## src/rtl/game_tick_sequencer_if.sv

```systemverilog
// Stage handshake between game_tick_sequencer (master) and the Flappy datapath (slave):
// per-stage step strobes out, per-stage done pulses plus collision/score results back.
interface game_tick_sequencer_if;
    logic phys_step;
    logic flap_out;
    logic obst_step;
    logic check_req;
    logic phys_done;
    logic obst_done;
    logic check_done;
    logic lose_in;
    logic score_in;

    modport master (
        output phys_step, flap_out, obst_step, check_req,
        input  phys_done, obst_done, check_done, lose_in, score_in
    );

    modport slave (
        input  phys_step, flap_out, obst_step, check_req,
        output phys_done, obst_done, check_done, lose_in, score_in
    );
endinterface

```

## src/rtl/game_tick_sequencer.sv

```systemverilog
// Flappy frame scheduler: game tick, ordered physics/obstacle/collision step sequence,
// Initial/Play/Lose FSM and 2-digit BCD score. Define SINGLE_STEP_EN to tick from Step.
module game_tick_sequencer #(
    parameter int TICK_DIV      = 1666667,
    parameter int STAGE_TIMEOUT = 255
) (
    input  logic board_clk,
    input  logic Reset,
    input  logic Start,
    input  logic Ack,
    input  logic Flap,
`ifdef SINGLE_STEP_EN
    input  logic Step,
`endif
    game_tick_sequencer_if.master stg,
    output logic q_Initial,
    output logic q_Play,
    output logic q_Lose,
    output logic [3:0] score_tens,
    output logic [3:0] score_ones,
    output logic overrun
);

    // One-hot encoding so the q_* outputs are the state flops themselves.
    typedef enum logic [2:0] {
        GS_INITIAL = 3'b001,
        GS_PLAY    = 3'b010,
        GS_LOSE    = 3'b100
    } game_e;

    typedef enum logic [1:0] {
        SQ_IDLE,
        SQ_PHYS,
        SQ_OBST,
        SQ_CHECK
    } seq_e;

    localparam logic [7:0] TO_LAST = 8'(STAGE_TIMEOUT - 1);

    game_e      game_q, game_d;
    seq_e       seq_q, seq_d;
    logic       tick, in_play, stage_done, timeout, drop, start_play;
    logic       phys_step_q, flap_out_q, obst_step_q, check_req_q;
    logic       flap_q, overrun_q;
    logic [7:0] to_cnt;
    logic [3:0] tens_q, ones_q;

`ifdef SINGLE_STEP_EN
    assign tick = Step;
`else
    localparam int TW = $clog2(TICK_DIV);
    logic [TW-1:0] tick_cnt;

    assign tick = (tick_cnt == TW'(TICK_DIV - 1));

    always_ff @(posedge board_clk or posedge Reset) begin
        if (Reset)     tick_cnt <= '0;
        else if (tick) tick_cnt <= '0;
        else           tick_cnt <= tick_cnt + TW'(1);
    end
`endif

    assign in_play = (game_q == GS_PLAY);

    always_comb begin
        // NOTE: every comb output gets a default first so no path leaves it unassigned (no latch).
        game_d     = game_q;
        seq_d      = seq_q;
        start_play = 1'b0;
        drop       = 1'b0;

        case (seq_q)
            SQ_PHYS:  stage_done = stg.phys_done;
            SQ_OBST:  stage_done = stg.obst_done;
            SQ_CHECK: stage_done = stg.check_done;
            default:  stage_done = 1'b0;
        endcase
        timeout = (seq_q != SQ_IDLE) && !stage_done && (to_cnt == TO_LAST);

        case (game_q)
            GS_INITIAL: if (Start) begin
                game_d     = GS_PLAY;
                start_play = 1'b1;
            end
            GS_PLAY: if (seq_q == SQ_CHECK && stg.check_done && stg.lose_in) game_d = GS_LOSE;
            GS_LOSE: if (Ack) game_d = GS_INITIAL;
            default: game_d = GS_INITIAL;
        endcase

        if (!in_play) begin
            seq_d = SQ_IDLE;
        end else begin
            drop = tick && (seq_q != SQ_IDLE);
            case (seq_q)
                SQ_IDLE:  if (tick) seq_d = SQ_PHYS;
                SQ_PHYS:  if (stage_done) seq_d = SQ_OBST;  else if (timeout) seq_d = SQ_IDLE;
                SQ_OBST:  if (stage_done) seq_d = SQ_CHECK; else if (timeout) seq_d = SQ_IDLE;
                default:  if (stage_done || timeout) seq_d = SQ_IDLE;
            endcase
        end
    end

    always_ff @(posedge board_clk or posedge Reset) begin
        if (Reset) begin
            game_q      <= GS_INITIAL;
            seq_q       <= SQ_IDLE;
            phys_step_q <= 1'b0;
            flap_out_q  <= 1'b0;
            obst_step_q <= 1'b0;
            check_req_q <= 1'b0;
            flap_q      <= 1'b0;
            overrun_q   <= 1'b0;
            to_cnt      <= '0;
            tens_q      <= '0;
            ones_q      <= '0;
        end else begin
            // NOTE: non-blocking everywhere here so every flop samples pre-edge values.
            game_q      <= game_d;
            seq_q       <= seq_d;
            phys_step_q <= (seq_q == SQ_IDLE) && (seq_d == SQ_PHYS);
            obst_step_q <= (seq_q == SQ_PHYS) && (seq_d == SQ_OBST);
            check_req_q <= (seq_q == SQ_OBST) && (seq_d == SQ_CHECK);
            flap_out_q  <= (seq_q == SQ_IDLE) && (seq_d == SQ_PHYS) && (flap_q || (Flap && in_play));

            // A Flap on the phys_step cycle wins over the clear and carries to the next tick.
            if (!in_play)         flap_q <= 1'b0;
            else if (Flap)        flap_q <= 1'b1;
            else if (phys_step_q) flap_q <= 1'b0;

            if (seq_q == SQ_IDLE || seq_d != seq_q) to_cnt <= '0;
            else                                    to_cnt <= to_cnt + 8'd1;

            if (start_play)           overrun_q <= 1'b0;
            else if (timeout || drop) overrun_q <= 1'b1;

            if (start_play) begin
                tens_q <= '0;
                ones_q <= '0;
            end else if (in_play && stg.score_in && !(tens_q == 4'd9 && ones_q == 4'd9)) begin
                if (ones_q == 4'd9) begin
                    ones_q <= 4'd0;
                    tens_q <= tens_q + 4'd1;
                end else begin
                    ones_q <= ones_q + 4'd1;
                end
            end
        end
    end

    assign stg.phys_step = phys_step_q;
    assign stg.flap_out  = flap_out_q;
    assign stg.obst_step = obst_step_q;
    assign stg.check_req = check_req_q;
    assign q_Initial     = game_q[0];
    assign q_Play        = game_q[1];
    assign q_Lose        = game_q[2];
    assign score_tens    = tens_q;
    assign score_ones    = ones_q;
    assign overrun       = overrun_q;

endmodule

```

## src/flat_wrapper.sv

```systemverilog
// flat-port wrapper written by rule: the top's interface ports become plain ports
module game_tick_sequencer_flat 
#(
    parameter int TICK_DIV      = 1666667,
    parameter int STAGE_TIMEOUT = 255
)
  (board_clk, Reset, Start, Ack, Flap, q_Initial, q_Play, q_Lose, score_tens, score_ones, overrun, stg_phys_step, stg_flap_out, stg_obst_step, stg_check_req, stg_phys_done, stg_obst_done, stg_check_done, stg_lose_in, stg_score_in);
  game_tick_sequencer_if stg_i ();
  input  logic board_clk;
  input  logic Reset;
  input  logic Start;
  input  logic Ack;
  input  logic Flap;
  output logic q_Initial;
  output logic q_Play;
  output logic q_Lose;
  output logic [3:0] score_tens;
  output logic [3:0] score_ones;
  output logic overrun;
  output wire logic [$bits(stg_i.phys_step)-1:0] stg_phys_step;
  output wire logic [$bits(stg_i.flap_out)-1:0] stg_flap_out;
  output wire logic [$bits(stg_i.obst_step)-1:0] stg_obst_step;
  output wire logic [$bits(stg_i.check_req)-1:0] stg_check_req;
  input wire logic [$bits(stg_i.phys_done)-1:0] stg_phys_done;
  input wire logic [$bits(stg_i.obst_done)-1:0] stg_obst_done;
  input wire logic [$bits(stg_i.check_done)-1:0] stg_check_done;
  input wire logic [$bits(stg_i.lose_in)-1:0] stg_lose_in;
  input wire logic [$bits(stg_i.score_in)-1:0] stg_score_in;
  assign stg_phys_step = stg_i.phys_step;
  assign stg_flap_out = stg_i.flap_out;
  assign stg_obst_step = stg_i.obst_step;
  assign stg_check_req = stg_i.check_req;
  assign stg_i.phys_done = stg_phys_done;
  assign stg_i.obst_done = stg_obst_done;
  assign stg_i.check_done = stg_check_done;
  assign stg_i.lose_in = stg_lose_in;
  assign stg_i.score_in = stg_score_in;
  game_tick_sequencer #(.TICK_DIV(TICK_DIV), .STAGE_TIMEOUT(STAGE_TIMEOUT)) u_core (.board_clk(board_clk), .Reset(Reset), .Start(Start), .Ack(Ack), .Flap(Flap), .stg(stg_i), .q_Initial(q_Initial), .q_Play(q_Play), .q_Lose(q_Lose), .score_tens(score_tens), .score_ones(score_ones), .overrun(overrun));
endmodule
```

## config.mk

```make
export PLATFORM = sky130hd
export DESIGN_NAME = game_tick_sequencer_flat
export DESIGN_NICKNAME = d
export VERILOG_FILES = /design/src/rtl/game_tick_sequencer_if.sv /design/src/rtl/game_tick_sequencer.sv /design/src/flat_wrapper.sv
export SDC_FILE = /design/constraint.sdc
export NUM_CORES = 1
export LEC_CHECK = 0
export CORE_MARGIN = 1
export CORE_UTILIZATION = 61
export CTS_BUF_LIST = sky130_fd_sc_hd__clkbuf_8
export CTS_CLUSTER_SIZE = 24
export DETAILED_ROUTE_END_ITERATION = 8
export DONT_BUFFER_PORTS = 1
export PLACE_DENSITY = 0.81
export SLEW_MARGIN = 10
export SYNTH_ARGS = -nofsm -noshare
export SYNTH_HDL_FRONTEND = slang
export SYNTH_SLANG_ARGS = --single-unit
```

## constraint.sdc

```tcl
create_clock -name board_clk -period 4.9 [get_ports board_clk]
set_input_delay 0.49 -clock board_clk [delete_from_list [all_inputs] [get_ports board_clk]]
set_output_delay 0.49 -clock board_clk [all_outputs]
set_load 0.1 [all_outputs]
```

* After elaboration in Yosys (flattened, before gate mapping)
Index checks and enable logic that the tools add are counted.
** Cells by class
- $add $sub $neg :: 4
- Equal/unequal tests :: 18
- Mux-type cells :: 28
- Reduce and logical (&&, ||, !) cells :: 26
** Operators by type and width (count)
- $mux W4 :: 6
- $add A21 B1 Y21 const B :: 1
- $eq A21 B21 Y1 const B :: 1
- $mux W21 :: 1
- $logic_and A1 B1 Y1 :: 13
- $mux W2 :: 6
- $mux W3 :: 3
- $pmux W3 S3 :: 1
- $add A4 B1 Y4 const B :: 2
- $add A8 B1 Y8 const B :: 1
- $eq A2 B2 Y1 const B :: 4
- $eq A4 B4 Y1 const B :: 2
- $eq A8 B8 Y1 const B :: 1
- $mux W1 :: 8
- $mux W8 :: 1
- $reduce_bool A2 Y1 :: 4
- $ne A2 B2 Y1 const B :: 3
- $pmux W2 S3 :: 1
- $eq A2 B1 Y1 const B :: 2
- $logic_or A1 B1 Y1 :: 4
- $eq A3 B1 Y1 const B :: 1
- $eq A3 B2 Y1 const B :: 1
- $eq A3 B3 Y1 const B :: 1
- $ne A3 B3 Y1 const B :: 1
- other kinds (6) :: 7
** Storage, ports and cells
- Bits in registers :: 48
- Bits of input ports :: 10
- Output and inout port bits :: 16
- Word-level logic and storage cells :: 88

* Logic depth before layout (Yosys ltp)
- Depth in word-level cells :: 12
- Depth in mapped cells :: 7
- Depth with buffers taken out :: 6

* Worst setup path before layout
Ideal clock, no wire load.
- Kind :: reg2reg
- From :: register u_core.game_q[1]
- To :: register u_core.to_cnt[2]
- Setup time :: 72 ps
- Arrival :: 2225 ps
- Data required time :: 4828 ps
- Slack :: 2603 ps
- Stages on the path, launching flop included :: 7
- Buffers on the path :: 2
- Clock period less this slack :: 2297 ps
- Path through :: dfrtp_1 -> nand2b_1 -> or2_2 -> clkbuf_1 -> or3_1 -> clkbuf_1 -> nor2_1
** On the way
- Word-level cells in the longest chain between the ends :: 5
** Ends and longest elaborated chain
- start: declaration :: RTL line game_tick_sequencer.sv:40 : game_e game_q, game_d;
- start signal: assignment :: RTL line game_tick_sequencer.sv:118 : game_q <= game_d;
- $eq A3 B2 Y1 :: RTL line game_tick_sequencer.sv:63 : assign in_play = (game_q == GS_PLAY);
- $mux W2 :: RTL line game_tick_sequencer.sv:90 : if (!in_play) begin
- $ne A2 B2 Y1 :: RTL line game_tick_sequencer.sv:130 : if (seq_q == SQ_IDLE || seq_d != seq_q) to_cnt <= '0;
- $logic_or A1 B1 Y1 :: RTL line game_tick_sequencer.sv:130
- $mux W8 :: RTL line game_tick_sequencer.sv:130
- end signal: assignment :: RTL line game_tick_sequencer.sv:131 : else to_cnt <= to_cnt + 8'd1;
- end: declaration :: RTL line game_tick_sequencer.sv:45 : logic [7:0] to_cnt;
No other way between the ends.
A chain may end at the register's enable or synchronous reset.

* Worst setup path in the final report
- From :: register u_core.tens_q[0], in the netlist u_core.score_tens[0]
- To :: register u_core.tens_q[3], in the netlist u_core.score_tens[3]
** On the way
- Word-level cells in the longest chain between the ends :: 6
- Elaborated cells on any way between the ends :: 10
- Classes of those cells :: add/sub: 1; eq/ne: 1; mux: 3; reduce/logical: 5
** Ends and longest elaborated chain
- start: declaration :: RTL line game_tick_sequencer.sv:46 : logic [3:0] tens_q, ones_q;
- start signal: assignment :: RTL line game_tick_sequencer.sv:142 : tens_q <= tens_q + 4'd1;
- branches (longest 6 deep; another with $add A4 B1 Y4)
Parallel ways; which one is timed is not known. The select of a mux whose other input is x is not followed.

==> impl_metrics.sql <==
INSERT INTO impl_metrics (metric_group, metric, value, unit) VALUES
('setup_path', 'crit_arrival', '2610', 'ps'),
('routing', 'route.antenna.remaining_nets', '0', ''),
('placement', 'gp_congestion', '0.771', ''),
('routing', 'dr_total_vias', '1719', ''),
('clock_network', 'number_of_buffers_inserted_to_repair_setup_after_cts', '0', ''),
('finish', 'syn_to_final_growth', '5.04', '%'),
('clock_network', 'ctsResizeCount', '0', ''),
('logic_synthesis', 'yosys.cell_count.top_type', 'sky130_fd_sc_hd__dfrtp_1', ''),
('setup_path', 'r2r-end', 'u_core.score_tens[3]', ''),
('logic_synthesis', 'synth.net_count', '256', ''),
('clock_network', 'cts.path.max_buffers', '2', ''),
('clock_network', 'worst_skew_pair.late_latency', '300', 'ps'),
('floorplan', 'start_util', '0.647', ''),
('clock_network', 'cts.reportedPaths.clkPinSlew', '80', 'ps'),
('timing', 'finalCritPeriodShare', '0.486', ''),
('clock_network', 'cts-buffers-inserted', '5', ''),
('timing', 'final.min_clock_period', '2380', 'ps'),
('timing', 'timing.hold.ws', '279', 'ps'),
('floorplan', 'die_span_y', '64.8', 'um'),
('placement', 'place_hpwl', '2970', 'um'),
('routing', 'drtIter0Drc', '120', ''),
('logic_synthesis', 'synth_edf_count', '0', ''),
('routing', 'totalWireLength', '4240', 'um'),
('pwr', 'power.static_leakage', '1.05', 'nW'),
('logic_synthesis', 'post_synth_main_area_contributors', 'sky130_fd_sc_hd__dfrtp_1 (49%), sky130_fd_sc_hd__nor2_1 (5.0%), sky130_fd_sc_hd__xnor2_1 (4.4%)', ''),
('timing', 'final_report_max_slew_violation_count', '0', ''),
('clock_network', 'root_buffer', 'sky130_fd_sc_hd__clkbuf_8', ''),
('floorplan', 'boundaryPins', '26', ''),
('timing', 'finClkSkew', '3.70', 'ps'),
('timing', 'final.setup.tns', '0', 'ps'),
('routing', 'detailedRoute.firstPassIterationCount', '4', ''),
('logic_synthesis', 'yosysUniqueCellTypes', '45', ''),
('logic_synthesis', 'synth_sequential_area_ratio', '0.500', ''),
('timing', 'timing.final.ws_setup', '2520', 'ps'),
('hold_path', 'hp-class', 'in2async', ''),
('finish', 'post_route_cells_drive_above_1_share', '0.0785', ''),
('setup_path', 'criticalPathCategory', 'reg2reg', ''),
('routing', 'detail_route.wl_per_cell', '14.6', 'um'),
('timing', 'rsz_0062_raised_after_global_routing', 'false', ''),
('status', 'run_status', 'finished, final reports clean', ''),
('routing', 'detail_route.vias_per_cell', '5.93', ''),
('logic_synthesis', 'syn_inst', '240', ''),
('grt', 'grt_max_degree', '49', ''),
('setup_path', 'endpoint_kind', 'flop', ''),
('logic_synthesis', 'synth_top_area_cell', 'sky130_fd_sc_hd__dfrtp_1', ''),
('logic_synthesis', 'yosys_most_used_dff', 'sky130_fd_sc_hd__dfrtp_1', ''),
('timing', 'fmaxAchievable', '420', 'MHz'),
('setup_path', 'worstRegToRegCells', '5', ''),
('placement', 'post-place-cells', '283', ''),
('logic_synthesis', 'yosysWarnings', '0', ''),
('setup_path', 'r2r-start', 'u_core.score_tens[0]', ''),
('setup_path', 'worstPathMaxFanout', '7', ''),
('grt', 'first_global_vias', '1745', ''),
('logic_synthesis', 'synth.top_cell.area_share', '0.489', ''),
('grt', 'antenna_found_initial', '0', ''),
('pwr', 'cellPowerDensity', '324', 'nW/um^2'),
('grt', 'global_route.usage.total', '0.244', ''),
('logic_synthesis', 'syn-cell-area', '2410', 'sq um'),
('logic_synthesis', 'synth.top_cells.by_count', 'sky130_fd_sc_hd__dfrtp_1 (47), sky130_fd_sc_hd__nor2_1 (32), sky130_fd_sc_hd__nand3_1 (14)', ''),
('placement', 'placedInstanceArea', '2450', 'sq um'),
('setup_path', 'ff2ff_setup_slack', '2520', 'ps'),
('grt', 'globalRouteOverflowTotal', '0', ''),
('clock_network', 'holdBufCountCts', '0', ''),
('placement', 'io_buffers', '0', ''),
('finish', 'diodes', '0', ''),
('logic_synthesis', 'synth-async-reset-ratio', '1.00', ''),
('floorplan', 'std_cell_rows', '22', ''),
('timing', 'maxSlewHeadroom', '0.275', ''),
('clock_network', 'clock_sink_count', '48', ''),
('grt', 'global_route_wire_length_before_repair', '7760', 'um'),
('timing', 'max_slew.worst_pin.slew', '1090', 'ps');
report_power, final:
group	leakage, nW	switching (mW)	internal [mW]	total, mW
Combinational	0.356	0.0403	0.0249	0.0652
Clock	0.0452	0.125	0.0951	0.220
Sequential	0.651	0.122	0.412	0.534
Total	1.05	0.287	0.532	0.819
sequential cells by signal (all words and copies together) (netlist names):
signal / flops
u_core.overrun: 1
u_core.stg.phys_step: 1
u_core.stg.check_req: 1
u_core.score_tens: 4
u_core.seq_q: 2
u_core.flap_q: 1
u_core.stg.obst_step: 1
u_core.stg.flap_out: 1
u_core.game_q: 3
u_core.tick_cnt: 21
u_core.to_cnt: 8
u_core.score_ones: 4
critical path, cell delays in order (launching register included):
cell                       delay (ps)
sky130_fd_sc_hd__dfrtp_1         1020
sky130_fd_sc_hd__ha_1             280
sky130_fd_sc_hd__nand3b_1         140
sky130_fd_sc_hd__a31oi_1          510
sky130_fd_sc_hd__o21ai_0          190
sky130_fd_sc_hd__a21oi_1          170
layout by cell type, fill, tap and decap left out, types with 2 or more instances in the layout:
cell / instances
sky130_fd_sc_hd__dfrtp_1: 47
sky130_fd_sc_hd__nor2_1: 32
sky130_fd_sc_hd__nand3_1: 14
sky130_fd_sc_hd__nand2_1: 13
sky130_fd_sc_hd__inv_1: 12
sky130_fd_sc_hd__xnor2_1: 12
sky130_fd_sc_hd__o21ai_0: 11
sky130_fd_sc_hd__a21oi_1: 10
sky130_fd_sc_hd__xor2_1: 9
sky130_fd_sc_hd__or3_1: 7
sky130_fd_sc_hd__ha_1: 6
sky130_fd_sc_hd__nand3b_1: 5
sky130_fd_sc_hd__nand4_1: 5
sky130_fd_sc_hd__nor4_1: 5
sky130_fd_sc_hd__clkbuf_8: 5
sky130_fd_sc_hd__or4_4: 4
sky130_fd_sc_hd__mux2i_1: 4
sky130_fd_sc_hd__nor3_1: 4
sky130_fd_sc_hd__nor4bb_1: 3
sky130_fd_sc_hd__and4_1: 3
sky130_fd_sc_hd__o31ai_1: 2
sky130_fd_sc_hd__nor4b_1: 2
sky130_fd_sc_hd__nor2b_1: 2
sky130_fd_sc_hd__o21a_1: 2
final cells by class:
class | instances | area (sq um)
clock inverters | 2 | 8.76
flip-flops and latches | 48 | 1200
repair buffers | 1 | 7.51
clock buffers | 5 | 68.8
well taps | 48 | 60.1
fillers | 275 | 1190
inverters | 12 | 45.0
multi-input cells | 174 | 1130
metal layers:
metal / vias up / wire, um / global-route usage
met3: 7 / 123 / 0.0511
met1: 835 / 2070 / 0.310
met5: - / 0 / 0
met4: 0 / 72 / 0.106
li1: 858 / - / -
met2: 19 / 1960 / 0.400
how the worst max path moves through the flow:
stage                                    start                   end  slack, ps  cells past startpoint
after global routing      u_core.score_tens[0]  u_core.score_tens[3]       2300                      5
after floorplan               u_core.game_q[1]      u_core.to_cnt[2]       2600                      6
after global placement        u_core.game_q[1]      u_core.to_cnt[2]       2620                      4
final                     u_core.score_tens[0]  u_core.score_tens[3]       2520                      5
after detailed placement      u_core.game_q[1]      u_core.to_cnt[6]       2550                      4
after CTS                     u_core.game_q[1]      u_core.to_cnt[4]       2530                      4
logic make-up after synthesis:
logic type               after synthesis  share of synthesized area
multiplexers                           4                     0.0166
XOR/XNOR                              21                     0.0764
AO/OA/AOI/OAI                         32                     0.0816
adder cells (fa/ha/maj)                6                     0.0312
buffers and inverters                 18                     0.0286
AND/OR/NAND/NOR                      111                      0.266
flip-flops                            48                      0.500
Power figures use the tool's default switching activity.
